--- src/rtl/disp_vramrd_pkg.sv ---
// Shared state encoding, resolution codes and frame geometry for the display VRAM read engine.
package disp_vramrd_pkg;

  typedef enum logic [1:0] {
    IDLE  = 2'd0,
    ISSUE = 2'd1,
    DRAIN = 2'd2
  } state_t;

  localparam logic [1:0] RESOL_640X480   = 2'd0;
  localparam logic [1:0] RESOL_800X600   = 2'd1;
  localparam logic [1:0] RESOL_1280X1024 = 2'd2;

  localparam int WIDTH_640   = 640;
  localparam int HEIGHT_480  = 480;
  localparam int WIDTH_800   = 800;
  localparam int HEIGHT_600  = 600;
  localparam int WIDTH_1280  = 1280;
  localparam int HEIGHT_1024 = 1024;

  typedef struct packed {
    logic [15:0] bpl;
    logic [15:0] lines;
  } geom_t;

  // Code 3 is reserved and falls back to 640x480.
  function automatic geom_t resol_geom(input logic [1:0] resol, input int data_w,
                                       input int burst_len, input int bpp_bytes);
    geom_t g;
    int    width;
    int    height;
    int    burst_bytes;
    case (resol)
      RESOL_800X600: begin
        width  = WIDTH_800;
        height = HEIGHT_600;
      end
      RESOL_1280X1024: begin
        width  = WIDTH_1280;
        height = HEIGHT_1024;
      end
      default: begin
        width  = WIDTH_640;
        height = HEIGHT_480;
      end
    endcase
    burst_bytes = burst_len * data_w / 8;
    g.bpl       = 16'(width * bpp_bytes / burst_bytes);
    g.lines     = 16'(height);
    return g;
  endfunction

endpackage

--- src/rtl/disp_vramrd_sync.sv ---
// VRSTART two-flop synchroniser plus rising-edge detect.
// o_rise is a one-cycle pulse, combinational from the flops, valid two cycles after the raw edge.
module disp_vramrd_sync (
  input  logic i_clk,
  input  logic i_rst,
  input  logic i_async,
  output logic o_rise
);

  logic r_meta;
  logic r_sync;
  logic r_sync_d;

  always_ff @(posedge i_clk or posedge i_rst) begin
    if (i_rst) begin
      r_meta   <= 1'b0;
      r_sync   <= 1'b0;
      r_sync_d <= 1'b0;
    end else begin
      r_meta   <= i_async;
      r_sync   <= r_meta;
      r_sync_d <= r_sync;
    end
  end

  assign o_rise = r_sync & ~r_sync_d;

endmodule

--- src/rtl/disp_vramrd_engine.sv ---
// Per-frame AXI4 INCR read-burst issuer for the display FIFO; paced by BUF_WREADY, up to MAX_OUTSTANDING in flight.
// Optional DISP_VRAMRD_STRIDE_EN adds a STRIDE input for a programmable line pitch.
module disp_vramrd_engine
  import disp_vramrd_pkg::*;
#(
  parameter int DATA_W          = 64,
  parameter int BURST_LEN       = 16,
  parameter int MAX_OUTSTANDING = 2,
  parameter int BPP_BYTES       = 4
) (
  input  logic        ACLK,
  input  logic        ARST,
  output logic [31:0] ARADDR,
  output logic [7:0]  ARLEN,
  output logic [2:0]  ARSIZE,
  output logic        ARVALID,
  input  logic        ARREADY,
  input  logic        RLAST,
  input  logic        RVALID,
  output logic        RREADY,
  input  logic [1:0]  RESOL,
  input  logic        VRSTART,
  input  logic        DISPON,
  input  logic [28:0] DISPADDR,
`ifdef DISP_VRAMRD_STRIDE_EN
  input  logic [15:0] STRIDE,
`endif
  input  logic        BUF_WREADY,
  output logic        BUSY,
  output logic        FRAME_DONE,
  output logic        VRSTART_OVR
);

  localparam int          BURST_BYTES   = BURST_LEN * DATA_W / 8;
  localparam logic [31:0] BURST_BYTES_W = 32'(BURST_BYTES);
  localparam logic [2:0]  MAX_OUT_W     = 3'(MAX_OUTSTANDING);

  state_t      r_state;
  logic [31:0] r_araddr;
  logic [31:0] r_line_base;
  logic [31:0] r_pitch;
  logic [15:0] r_bpl;
  logic [15:0] r_lines;
  logic [15:0] r_burst;
  logic [15:0] r_line;
  logic [2:0]  r_outstanding;
  logic        r_arvalid;
  logic        r_abort;
  logic        r_frame_done;
  logic        r_ovr;

  logic        w_vr_rise;
  logic        w_ar_hs;
  logic        w_r_done;
  logic        w_rready;
  logic        w_line_end;
  logic        w_frame_end;
  logic [31:0] w_base;
  logic [31:0] w_pitch;
  geom_t       w_geom;
  logic        w_unused;

  disp_vramrd_sync u_sync (
    .i_clk   (ACLK),
    .i_rst   (ARST),
    .i_async (VRSTART),
    .o_rise  (w_vr_rise)
  );

  assign w_geom = resol_geom(RESOL, DATA_W, BURST_LEN, BPP_BYTES);
  assign w_base = {DISPADDR[28:4], 7'd0};

`ifdef DISP_VRAMRD_STRIDE_EN
  assign w_pitch  = {16'd0, STRIDE[15:7], 7'd0};
  assign w_unused = ^{DISPADDR[3:0], STRIDE[6:0]};
`else
  assign w_pitch  = 32'(w_geom.bpl) * BURST_BYTES_W;
  assign w_unused = ^DISPADDR[3:0];
`endif

  assign w_rready    = (r_outstanding != 3'd0);
  assign w_ar_hs     = r_arvalid & ARREADY;
  assign w_r_done    = RVALID & w_rready & RLAST;
  assign w_line_end  = (r_burst == r_bpl - 16'd1);
  assign w_frame_end = w_line_end && (r_line == r_lines - 16'd1);

  // Only RLAST beats retire a burst; simultaneous issue and retire cancel out.
  always_ff @(posedge ACLK or posedge ARST) begin
    if (ARST) begin
      r_outstanding <= 3'd0;
    end else if (w_ar_hs && !w_r_done) begin
      r_outstanding <= r_outstanding + 3'd1;
    end else if (!w_ar_hs && w_r_done) begin
      r_outstanding <= r_outstanding - 3'd1;
    end
  end

  always_ff @(posedge ACLK or posedge ARST) begin
    if (ARST) begin
      r_state      <= IDLE;
      r_araddr     <= 32'd0;
      r_line_base  <= 32'd0;
      r_pitch      <= 32'd0;
      r_bpl        <= 16'd0;
      r_lines      <= 16'd0;
      r_burst      <= 16'd0;
      r_line       <= 16'd0;
      r_arvalid    <= 1'b0;
      r_abort      <= 1'b0;
      r_frame_done <= 1'b0;
      r_ovr        <= 1'b0;
    end else begin
      r_frame_done <= 1'b0;

      if (!DISPON) begin
        r_ovr <= 1'b0;
      end else if (w_vr_rise && (r_state != IDLE)) begin
        r_ovr <= 1'b1;
      end

      case (r_state)
        IDLE: begin
          if (w_vr_rise && DISPON) begin
            r_state     <= ISSUE;
            r_araddr    <= w_base;
            r_line_base <= w_base;
            r_pitch     <= w_pitch;
            r_bpl       <= w_geom.bpl;
            r_lines     <= w_geom.lines;
            r_burst     <= 16'd0;
            r_line      <= 16'd0;
            r_abort     <= 1'b0;
          end
        end

        ISSUE: begin
          // A raised ARVALID is committed: it waits for ARREADY whatever the pacing inputs do.
          if (r_arvalid) begin
            if (ARREADY) begin
              r_arvalid <= 1'b0;
              if (w_line_end) begin
                r_burst     <= 16'd0;
                r_line      <= r_line + 16'd1;
                r_line_base <= r_line_base + r_pitch;
                r_araddr    <= r_line_base + r_pitch;
                if (w_frame_end) begin
                  r_state <= DRAIN;
                end
              end else begin
                r_burst  <= r_burst + 16'd1;
                r_araddr <= r_araddr + BURST_BYTES_W;
              end
            end
          end else if (!DISPON) begin
            r_abort <= 1'b1;
            r_state <= DRAIN;
          end else if (BUF_WREADY && (r_outstanding < MAX_OUT_W)) begin
            r_arvalid <= 1'b1;
          end
        end

        DRAIN: begin
          if (r_outstanding == 3'd0) begin
            r_state      <= IDLE;
            r_frame_done <= !r_abort;
          end
        end

        default: begin
          r_state <= IDLE;
        end
      endcase
    end
  end

  assign ARADDR      = r_araddr;
  assign ARLEN       = 8'(BURST_LEN - 1);
  assign ARSIZE      = 3'($clog2(DATA_W / 8));
  assign ARVALID     = r_arvalid;
  assign RREADY      = w_rready;
  assign BUSY        = (r_state != IDLE);
  assign FRAME_DONE  = r_frame_done;
  assign VRSTART_OVR = r_ovr;

endmodule

--- config.mk ---
export PLATFORM = sky130hd
export DESIGN_NAME = disp_vramrd_engine
export DESIGN_NICKNAME = d
export VERILOG_FILES = /design/src/rtl/disp_vramrd_pkg.sv /design/src/rtl/disp_vramrd_sync.sv /design/src/rtl/disp_vramrd_engine.sv
export SDC_FILE = /design/constraint.sdc
export NUM_CORES = 1
export LEC_CHECK = 0
export CAP_MARGIN = 20
export CORE_UTILIZATION = 27
export DETAILED_ROUTE_END_ITERATION = 8
export PLACE_DENSITY_LB_ADDON = 0.15
export SYNTH_ARGS = -nofsm -noshare
export SYNTH_HDL_FRONTEND = slang
export SYNTH_SLANG_ARGS = --single-unit
export TNS_END_PERCENT = 20
--- constraint.sdc ---
create_clock -name ACLK -period 4.2 [get_ports ACLK]
set_clock_uncertainty 0.15 [all_clocks]
set_input_delay 0.63 -clock ACLK [delete_from_list [all_inputs] [get_ports ACLK]]
set_output_delay 0.63 -clock ACLK [all_outputs]
set_load 0.005 [all_outputs]
# Word-level counts from Yosys, hierarchy flattened

Cells that the tools add are included.

Muxes and demuxes: 42
Order comparisons: 1
Reductions and logical operators: 21
Eq/ne operators: 18
Add/subtract/negate cells: 9
Bitwise logic cells: 6

Operator list:

| kind                                               | number |
|---|---|
| 2-to-1 mux 32 bit                                  | 7 |
| one-hot mux 32 bit (2 select lines)                | 2 |
| 2-to-1 mux 16 bit                                  | 7 |
| one-hot mux 16 bit (2 select lines)                | 2 |
| one-hot mux 11 bit (2 select lines)                | 2 |
| adder 16 x 1 -> 16 bit, second input constant      | 2 |
| adder 32 x 23 -> 32 bit                            | 1 |
| adder 32 x 8 -> 32 bit, second input constant      | 1 |
| == test 16 bit                                     | 2 |
| subtractor 16 x 1 -> 16 bit, second input constant | 2 |
| adder 16 x 1 -> 16 bit                             | 1 |
| 2-to-1 mux 2 bit                                   | 7 |
| inequality test 2 bit, second input constant       | 7 |
| inequality test 3 bit, second input constant       | 4 |
| 2-to-1 mux 1 bit                                   | 11 |
| AND reduction 4 bit                                | 2 |
| logical AND 1 bit                                  | 6 |
| 2-to-1 mux 3 bit                                   | 2 |
| one-hot mux 2 bit (3 select lines)                 | 1 |
| AND reduction 6 bit                                | 1 |
| nonzero test 2 bit                                 | 3 |
| AND reduction 5 bit                                | 1 |
| OR reduction 5 bit                                 | 1 |
| bitwise AND 1 bit                                  | 4 |
| 14 further kinds                                   | 18 |

Bits of input ports: 39
Word-level logic and storage cells: 112
Register bits after elaboration: 140

# Logic depth before layout (Yosys ltp)

Gate-level depths: netlist of the first run.

Depth in word-level cells: 8
Depth in mapped cells: 12

# Hierarchy

From an unflattened synthesis of the first run, not the netlist that was laid out.

Cells, all modules: 763
Area total of the unflattened synthesis: 6,459.9 um^2

Modules (own cells, without submodules):

| module             | area an instance (um^2) | instances | seq. area each (um^2) | cells each |
|---|---|---|---|---|
| disp_vramrd_engine | 6,367.4                 | 1         | 2,427.3               | 758 |
| disp_vramrd_sync   | 92.6                    | 1         | 75.1                  | 5 |

# Worst setup path before layout of the first run

No wires, ideal clock.

Path type: reg2reg
Start: reg, netlist name r_lines[9]
End: reg r_line[15]
Arrival: 2.625 ns
Required time: 3.984 ns
Cell stages (with the launch flop): 10
Setup time: 0.066 ns
Buffers on the path: 2
Period minus slack after synthesis: 2.841 ns
Setup slack: 1.359 ns
Path through: dfrtp_1 > inv_1 > ha_1 > buf_2 > xor2_1 > nor4b_1 > o211ai_4 > buf_6 > or4_1 > nand2_1

RTL lines:

| item                   | RTL line                  | text |
|---|---|---|
| end signal: assignment | disp_vramrd_engine.sv:143 | `r_line <= r_line + 16'd1;` |
| end: declaration       | disp_vramrd_engine.sv:45  | `logic [15:0] r_line;` |

==> out/metrics.yaml, run 1 <==
flow_run:
  max_cap_viol_count: 0
synth:
  synth_area_leaders: "dfrtp_1 (36%), xor2_1 (4.3%), nand2_1 (4.3%), xnor2_1 (3.4%), mux2i_1 (3.1%)"
  synth-main-ff-cell: "dfrtp_1"
  yosysTopAreaCell: "dfrtp_1"
  synth_top_area_share_pct: 36.4
  yosysUniqueCellTypes: 71
  avgSynthCellArea_sq_um: 8.71
  synth-seq-cells: 100
  async_flop_share_pct: 100
  ys_warn_count: 0
  synthCells: 789
  netlist_area_sq_mm: 0.00687
  ys_seq_area_share_pct: 36.4
  synth_edf_count: 0
finish:
  fillers: 2629
  fin_nets: 888
  area_growth_pct: 19.8
  drive_gt1_share_pct: 7.53
  n_antenna_cell: 0
  final_cells: 1167
cts:
  clk_pin_slew_worst_paths_ns: 0.07
  clk-insertion-delay-late_ns: 0.36
  root_buffer: "clkbuf_16"
  holdBufCountCts: 0
  clockBufferDepth: 2
  cts_made_buffers: 9
  htreeDepth: 3
  cts_sinks: 100
  tritoncts: "done"
  cts_resized: 0
  post_cts_buffers: 0
timing:
  finalMaxSlewViolations: 0
  slew-limit-headroom_pct: 33.1
  fin_crit_ns: 3.39
  final.setup.tns_ns: 0
  fmax_mhz: 295
  finalHoldViolCount: 0
  setup_violations: 0
  worst_pin_slew_ns: 0.995
  timing.final.crit_share_pct: 80.8
  rsz0062_at_grt: "no"
place:
  dpl.cell_count: 1151
  dpl.hpwl_um: 15300
  port_buffers: 71
  gp_congestion: 0.822
worst_setup_path:
  r2r_start: "r_lines[9]"
  cp-start-kind: "register"
  arrival_ns: 3.47
  worstPathRequired_ns: 4.28
  cp_max_fo: 16
  path_class: "reg2reg"
  worstReg2RegEnd: "ARADDR[22]"
  endpoint_kind: "register"
  reg2regPathDepth: 10
  r2r_slack_ns: 0.81
grt:
  grt_pass1_wl_um: 35000
  grt_max_degree: 58
  antenna_found_initial: 0
  grtUsageTotal_pct: 17.4
  grt_pass1_vias: 6013
  overflow: 0
die:
  die-area_sq_mm: 0.0261
  row_count: 58
  core_area_sq_mm: 0.0250
  die_width_um: 162
  dieHeight_um: 162
  ioPinCount: 87
  start_util_pct: 27.4
worst_hold_path:
  hp-start: "u_sync.r_meta"
  holdPathEnd: "u_sync.r_sync"
  holdCritPathClass: "reg2reg"
  hold_depth: 0
outcome:
  outcome: "completed"
power_and_ir_drop:
  vdd_drop_max_mv: 0.233
  power.leakage_nw: 3.37
  power_density_mw_per_mm2: 597
drt:
  first_pass_iters: 5
  detail_route.wl_per_cell_um: 19.0
  viasPerCell: 5.27
  routed_wl_um: 22200
  ant_nets: 0
  vias: 6154
  drcViolationCount: 0
  drt_iter0_drc: 366
[worst max path at each step]
stage,startpoint,end,slack [ns],cells after the start
2_1_floorplan,ARST,ARADDR[10],0.80,1
3_3_place_gp,r_lines[9],ARADDR[22],0.65,9
3_5_place_dp,r_lines[9],ARADDR[22],0.68,9
4_1_cts,r_lines[9],ARADDR[22],0.68,9
5_1_grt,r_lines[9],r_line[12],0.50,9
6_report,r_lines[9],ARADDR[22],0.81,10
[routing by layer]
layer	up-vias	wire [um]	GRT usage [%]
met4	0	339	5.57
met5	-	0	0
li1	2975	-	-
met2	129	10300	28.2
met1	3029	10700	23.8
met3	21	794	2.31
[critical path, cell delays in order, from the launching register on]
cell      delay [ns]
dfrtp_1         0.51
inv_1           0.21
ha_1            0.37
nor4b_1         0.35
mux2i_1         0.14
nor4_2          0.48
o21ai_4         0.33
buf_16          0.25
buf_4           0.17
mux2i_1         0.14
o221ai_1        0.14
[Yosys cell counts (all sizes together), types with 5 or more instances]
master	number
a21boi	5
a21oi	33
a22o	5
a22oi	9
a2bb2oi	9
a31oi	17
and2	8
and3	18
and4	7
buf	31
clkbuf	40
dfrtp	100
ha	15
inv	20
mux2	5
mux2i	21
nand2	78
nand3	35
nand4	18
nor2	56
nor3	20
nor3b	5
nor4	9
nor4b	5
o2111ai	7
o211ai	12
o21ai	35
o221ai	5
o22a	6
o22ai	19
o31ai	5
or4	14
xnor2	27
xor2	34
[per-stage QoR]
stage / power (mW) / utilization, % / hold WS, ns / area, sq um / setup WS, ns
detailed placement: 4.01 / 31.5 / 0.189 / 7890 / 0.679
floorplan: 3.14 / - / 0.181 / 6900 / 0.801
CTS: 4.96 / 32.8 / 0.207 / 8200 / 0.677
global route: 5.27 / 32.9 / 0.211 / 8230 / 0.503
finish: 4.91 / 32.9 / 0.203 / 8230 / 0.807
global placement: 4.00 / 31.5 / 0.186 / 7890 / 0.652
[sequential cells by signal, indices dropped and copies added (netlist names), 2 cells and up]
signal and cells:
r_state 2, r_pitch 2, r_lines 3, ARADDR 26, r_line_base 25, r_line 16, r_burst 16, r_outstanding 3
[cells in the final DEF, fill, tap and decap left out, types with 17 or more instances in the layout]
master             n
dfrtp_1          100
nand2_1           78
clkdlybuf4s50_1   71
nor2_1            54
nand3_1           35
xor2_1            34
a21oi_1           33
o21ai_0           31
xnor2_1           27
buf_4             22
mux2i_1           21
nor3_1            20
inv_1             19
and3_1            18
nand4_1           18
o22ai_1           18
a31oi_1           17
[layout make-up]
cell class	instances	area (sq um)	area share [%]
inverter	20	77.6	0.943
tap	330	413	5.02
timing repair buffer	95	923	11.2
multi-input combinational	607	4000	48.6
sequential	100	2500	30.4
clock inverter	6	90.1	1.09
clock buffer	9	225	2.74
[cell families (layout without fill, tap and decap cells)]
group / count (synthesis) / count (layout) / synth area share, %
simple gates: 293 / 293 / 22.1
compound gates: 200 / 200 / 20.4
flops: 100 / 100 / 36.4
buf+inv: 91 / 130 / 6.27
xor+xnor: 61 / 61 / 7.78
mux: 26 / 26 / 3.88
fa+ha+maj: 16 / 16 / 3.02
other cells: 2 / 11 / 0.109
[where the power goes]
part | internal [mW] | switching (mW)
clock | 0.521 | 0.401
sequential | 1.26 | 0.494
combinational | 1.07 | 1.17
No activity file was read; power rests on OpenSTA's default activity.
==> run 2, diff against run 1 <==
Clock period 4.2 ns to 2.75 ns, I/O delays scaled along.
==> out/metrics.yaml, run 2 (synthesis results as in run 1) <==
power_and_ir_drop:
  p_switching_mw: 3.30  # +60%
  power.total_mw: 7.92  # +61%
  clkPwrFrac_pct: 16.6  # -2.2 points
  pwr-share-seq_pct: 32.0  # -3.7 points
  p_sw_share_pct: 41.6  # -0.42 points
  vdd_drop_max_mv: 0.430  # +85%
  comb_power_share_pct: 51.4  # +5.9 points
  power.leakage_nw: 3.68  # +9.2%
  power_density_mw_per_mm2: 898  # +50%
  power.internal_mw: 4.62  # +62%
timing:
  finalHoldViolCount: 0  # unchanged
  setup_violations: 8  # +8
  timing.final.crit_share_pct: 102  # +21 points
  slew-limit-headroom_pct: 66.4  # +33 points
  finalMaxSlewViolations: 0  # unchanged
  rsz0062_at_grt: "yes"
  worst_pin_slew_ns: 0.501  # -0.494 ns
  fmax_mhz: 358  # +21%
  fin_crit_ns: 2.80  # -0.598 ns
  timing.final.ws_setup_ns: -0.0456  # -0.852 ns
drt:
  viasPerCell: 5.20  # -1.4%
  vias: 6336  # +3.0%
  first_pass_iters: 6  # +1
  routed_wl_um: 22600  # +1.9%
  drcViolationCount: 0  # unchanged
  detail_route.wl_per_cell_um: 18.5  # -2.5%
  ant_nets: 0  # unchanged
  drt_iter0_drc: 308  # -16%
place:
  gp_congestion: 0.819  # -0.38%
  dpl.hpwl_um: 16200  # +5.8%
  place_ws_ns: -0.0924  # -0.771 ns
  port_buffers: 71  # unchanged
cts:
  tritoncts: "done"
  clk_pin_slew_worst_paths_ns: 0.07  # about the same
  root_buffer: "clkbuf_16"
  clockBufferDepth: 2  # unchanged
  cts_made_buffers: 9  # unchanged
  htreeDepth: 3  # unchanged
  clk-insertion-delay-late_ns: 0.36  # about the same
  post_cts_buffers: 0  # unchanged
  cts_sinks: 100  # unchanged
grt:
  grt_pass1_wl_um: 36200  # +3.3%
  overflow: 0  # unchanged
  grt_pass1_vias: 6263  # +4.2%
  grt_max_degree: 69  # +19%
  antenna_found_initial: 0  # unchanged
  grtUsageTotal_pct: 17.8  # +0.41 points
die:
  core_area_sq_mm: 0.0250  # unchanged
  dieHeight_um: 162  # unchanged
  ioPinCount: 87  # unchanged
  die_width_um: 162  # unchanged
  row_count: 58  # unchanged
  die-area_sq_mm: 0.0261  # unchanged
  start_util_pct: 27.4  # unchanged
worst_setup_path:
  path_class: "reg2reg"
  cp_max_fo: 25  # +9
  endpoint_kind: "register"
  r2r_slack_ns: -0.05  # -0.85 ns
  cp-start-kind: "register"
  arrival_ns: 2.93  # -0.54 ns
  worstPathRequired_ns: 2.88  # -1.40 ns
finish:
  n_antenna_cell: 0  # unchanged
  fin_nets: 942  # +6.1%
  final_cell_mix: "dfrtp_1 (98), nand2_1 (78), clkdlybuf4s50_1 (71)"
  largest_reg_flops: 26  # unchanged
  layout_commonest_cell: "dfrtp_1"
  drive_gt1_share_pct: 15.1  # +7.5 points
  fillers: 2641  # +0.46%
  area_growth_pct: 28.5
outcome:
  outcome: "finished, violations left"
  violations: "negative setup slack"
flow_run:
  max_cap_viol_count: 0  # unchanged
worst_hold_path:
  holdCritPathClass: "reg2reg"
==> run 2: cell count changes in the layout (fill, tap and decap cells not counted), sizes merged <==
cell / before / now
clkinv: 3 / 2
clkbuf: 9 / 10
inv: 20 / 19
bufinv: 2 / 1
buf: 24 / 78
==> run 2: per-layer routing <==
metal	up-vias	routed length, um	global-route usage, %
met5	-	0	0
met4	0	150	2.53
met3	10	857	2.80
met2	127	11000	30.0
met1	3118	10600	24.4
li1	3081	-	-
==> run 2: area by class of cell <==
type	instances	area [sq um]	area share [%]
Sequential cell	100	2500	28.4
Multi-Input combinational cell	607	4110	46.6
Tap cell	330	413	4.68
Clock buffer	10	239	2.71
Clock inverter	3	40.0	0.454
Inverter	20	78.8	0.893
Timing Repair Buffer	149	1440	16.3
==> run 2: repair_timing <==
item,4_1_cts,5_1_grt
setup endpoints to repair,42,69
hold buffers,0,0
resized for setup,1,24
pin swaps,22,4
==> run 2: worst paths after layout <==
kind	cells after the start	endpoint	from
worst max register to register	8	r_line_base[16]	r_lines[9]
min in group asynchronous	3	r_line_base[18]	ARST
worst max-delay path	8	r_line_base[16]	r_lines[9]
max in group asynchronous	3	r_lines[8]	ARST
worst min-delay path	0	u_sync.r_sync	u_sync.r_meta
worst min register to register	0	u_sync.r_sync	u_sync.r_meta
==> run 2: stage by stage <==
stage / setup TNS (ns) / hold WS (ns) / utilization [%] / cell area, sq um / std cells
after floorplan: -2.42 / 0.181 / - / 6910 / 798
after global placement: -0.901 / 0.190 / 33.6 / 8420 / 1206
after detailed placement: -1.55 / 0.193 / 33.6 / 8420 / 1206
after CTS: -0.0481 / 0.211 / 34.8 / 8700 / 1219
after global routing: -3.28 / 0.220 / 35.3 / 8830 / 1219
final: -0.256 / 0.207 / 35.3 / 8830 / 1219
==> run 2: worst max-delay path, cell delays in order (launching register included) <==
cell,delay [ns]
dfrtp_2,0.46
or4_4,0.56
or4_4,0.44
o22ai_4,0.26
o211ai_4,0.13
buf_12,0.18
buf_4,0.15
a22oi_1,0.22
a2bb2oi_2,0.15
==> run 2: power by group through the flow <==
stage	sequential, mW	combinational [mW]	clock, mW
final	2.53	4.07	1.31
after global routing	2.62	4.50	1.40
after CTS	2.51	4.02	1.36
after detailed placement	2.53	4.00	0
after global placement	2.54	3.97	0
after floorplan	2.38	2.41	0
==> run 3, diff against run 2 <==
Settings changed: PLACE_DENSITY_LB_ADDON 0.15 to 0.3.
==> out/metrics.yaml, run 3 (synthesis results as in run 1) <==
power_and_ir_drop:
  power_density_mw_per_mm2: 890  # -0.79%
  power.leakage_nw: 3.65  # -0.80%
  p_sw_share_pct: 41.3  # -0.30 points
  vdd_drop_max_mv: 0.405  # -5.9%
  power.total_mw: 7.81  # -1.5%
  pwr-share-seq_pct: 32.6  # +0.6 points
  clkPwrFrac_pct: 16.1  # -0.5 points
  p_switching_mw: 3.23  # -2.2%
  comb_power_share_pct: 51.3  # about the same
  power.internal_mw: 4.58  # -0.95%
grt:
  overflow: 0  # unchanged
  grtUsageTotal_pct: 16.5  # -1.3 points
  antenna_found_initial: 0  # unchanged
  grt_max_degree: 63  # -8.7%
  grt_pass1_vias: 6095  # -2.7%
  grt_pass1_wl_um: 34100  # -5.7%
worst_setup_path:
  path_class: "reg2reg"
  cp_max_fo: 26  # +4.0%
  crit_start: "r_lines[9]"
  worstPathRequired_ns: 2.89  # about the same
  endpoint_kind: "register"
  r2r_start: "r_lines[9]"
  worstReg2RegEnd: "r_line[13]"
  endpoint: "r_line[13]"
  cp-start-kind: "register"
  r2r_slack_ns: -0.03  # +0.02 ns
  reg2regPathDepth: 7  # -1
  arrival_ns: 2.92  # about the same
cts:
  tritoncts: "done"
  clockBufferDepth: 2  # unchanged
  clk_pin_slew_worst_paths_ns: 0.07  # about the same
  htreeDepth: 3  # unchanged
  cts_made_buffers: 9  # unchanged
  clk-insertion-delay-late_ns: 0.36  # about the same
  cts_sinks: 100  # unchanged
  root_buffer: "clkbuf_16"
drt:
  viasPerCell: 5.20  # +0.13%
  routed_wl_um: 21000  # -6.8%
  drcViolationCount: 0  # unchanged
  first_pass_iters: 5  # -1
  detail_route.wl_per_cell_um: 17.2  # -7.0%
  ant_nets: 0  # unchanged
  vias: 6360  # +0.38%
  drt_iter0_drc: 479  # +56%
timing:
  slew-limit-headroom_pct: 44.4  # -22 points
  fmax_mhz: 360  # +0.73%
  finalHoldViolCount: 0  # unchanged
  rsz0062_at_grt: "yes"
  setup_violations: 8  # unchanged
  finalMaxSlewViolations: 0  # unchanged
  fin_crit_ns: 2.78  # -0.0203 ns
  final.setup.tns_ns: -0.0968  # +0.159 ns
  timing.final.ws_setup_ns: -0.0253  # +0.0203 ns
  timing.final.crit_share_pct: 101  # -0.74 points
  worst_pin_slew_ns: 0.828  # +0.327 ns
finish:
  fin_nets: 942  # unchanged
  final_cell_mix: "dfrtp_1 (99), nand2_1 (76), clkdlybuf4s50_1 (71)"
  multi_input_area_sq_mm: 0.00410  # -0.21%
  final_area_sq_mm: 0.00877  # -0.67%
  n_antenna_cell: 0  # unchanged
  seq_area_sq_mm: 0.00250  # about the same
  layout_commonest_cell: "dfrtp_1"
  largest_reg_flops: 26  # unchanged
  fillers: 2598  # -1.6%
  drive_gt1_share_pct: 15.2  # +0.17 points
  area_growth_pct: 27.6
place:
  port_buffers: 71  # unchanged
  gp_congestion: 0.841  # +2.6%
  place_ws_ns: -0.0880  # +0.00449 ns
  dpl.hpwl_um: 15400  # -4.8%
  dpl_cell_area_sq_mm: 0.00836  # -0.71%
die:
  die-area_sq_mm: 0.0261  # unchanged
  die_width_um: 162  # unchanged
  core_area_sq_mm: 0.0250  # unchanged
  dieHeight_um: 162  # unchanged
  start_util_pct: 27.4  # unchanged
  row_count: 58  # unchanged
  ioPinCount: 87  # unchanged
flow_run:
  max_cap_viol_count: 0  # unchanged
outcome:
  outcome: "finished, violations left"
  violations: "negative setup slack"
worst_hold_path:
  holdCritPathClass: "reg2reg"
run 3: metrics by stage:
stage	utilization, %	hold slack, ns	std cells
4_1_cts	34.6	0.210	1221
3_5_place_dp	33.4	0.194	1205
5_1_grt	35.0	0.232	1222
6_report	35.0	0.206	1222
3_3_place_gp	33.4	0.185	1205
2_1_floorplan	-	0.181	798
run 3: timing repair:
item,4_1_cts,5_1_grt
cloned,0,0
hold buffers,0,0
gates resized for setup,2,25
endpoints found under the setup margin,33,71
setup buffers,0,1
pin swaps,1,4
run 3: critical path, cell delays in order, from the launching register on:
cell      delay (ns)
dfrtp_2         0.45
or4_4           0.53
or4_4           0.44
o22ai_4         0.26
o211ai_4        0.13
buf_12          0.19
or4_4           0.48
nand2_2         0.08
run 3: power by group through the flow:
stage	clock network [mW]	registers (mW)	logic, mW
2_1_floorplan	0	2.38	2.41
3_3_place_gp	0	2.54	3.88
3_5_place_dp	0	2.55	3.89
4_1_cts	1.30	2.52	3.92
5_1_grt	1.37	2.62	4.41
6_report	1.26	2.54	4.01
run 3: routing by layer:
layer | vias up | part of all wire, % | track usage (%)
met3 | 25 | 4.0 | 2.67
met4 | 0 | 1.7 | 4.89
li1 | 3084 | - | -
met1 | 3108 | 47 | 22.5
met2 | 143 | 47 | 26.8
met5 | - | 0 | 0
run 3: how the worst min path moves through the flow:
stage	start	endpoint	cells past startpoint
floorplan	u_sync.r_meta	u_sync.r_sync	0
global placement	u_sync.r_meta	u_sync.r_sync	0
detailed placement	u_sync.r_meta	u_sync.r_sync	0
CTS	u_sync.r_meta	u_sync.r_sync	0
global route	u_sync.r_meta	u_sync.r_sync	0
finish	u_sync.r_meta	u_sync.r_sync	0
run 3: final cells by class:
cell class | instances | area share [%]
multi-input combinational | 607 | 46.8
tap | 330 | 4.71
clock inverter | 4 | 0.271
sequential | 100 | 28.6
inverter | 20 | 0.899
timing repair buffer | 149 | 15.9
clock buffer | 12 | 2.93
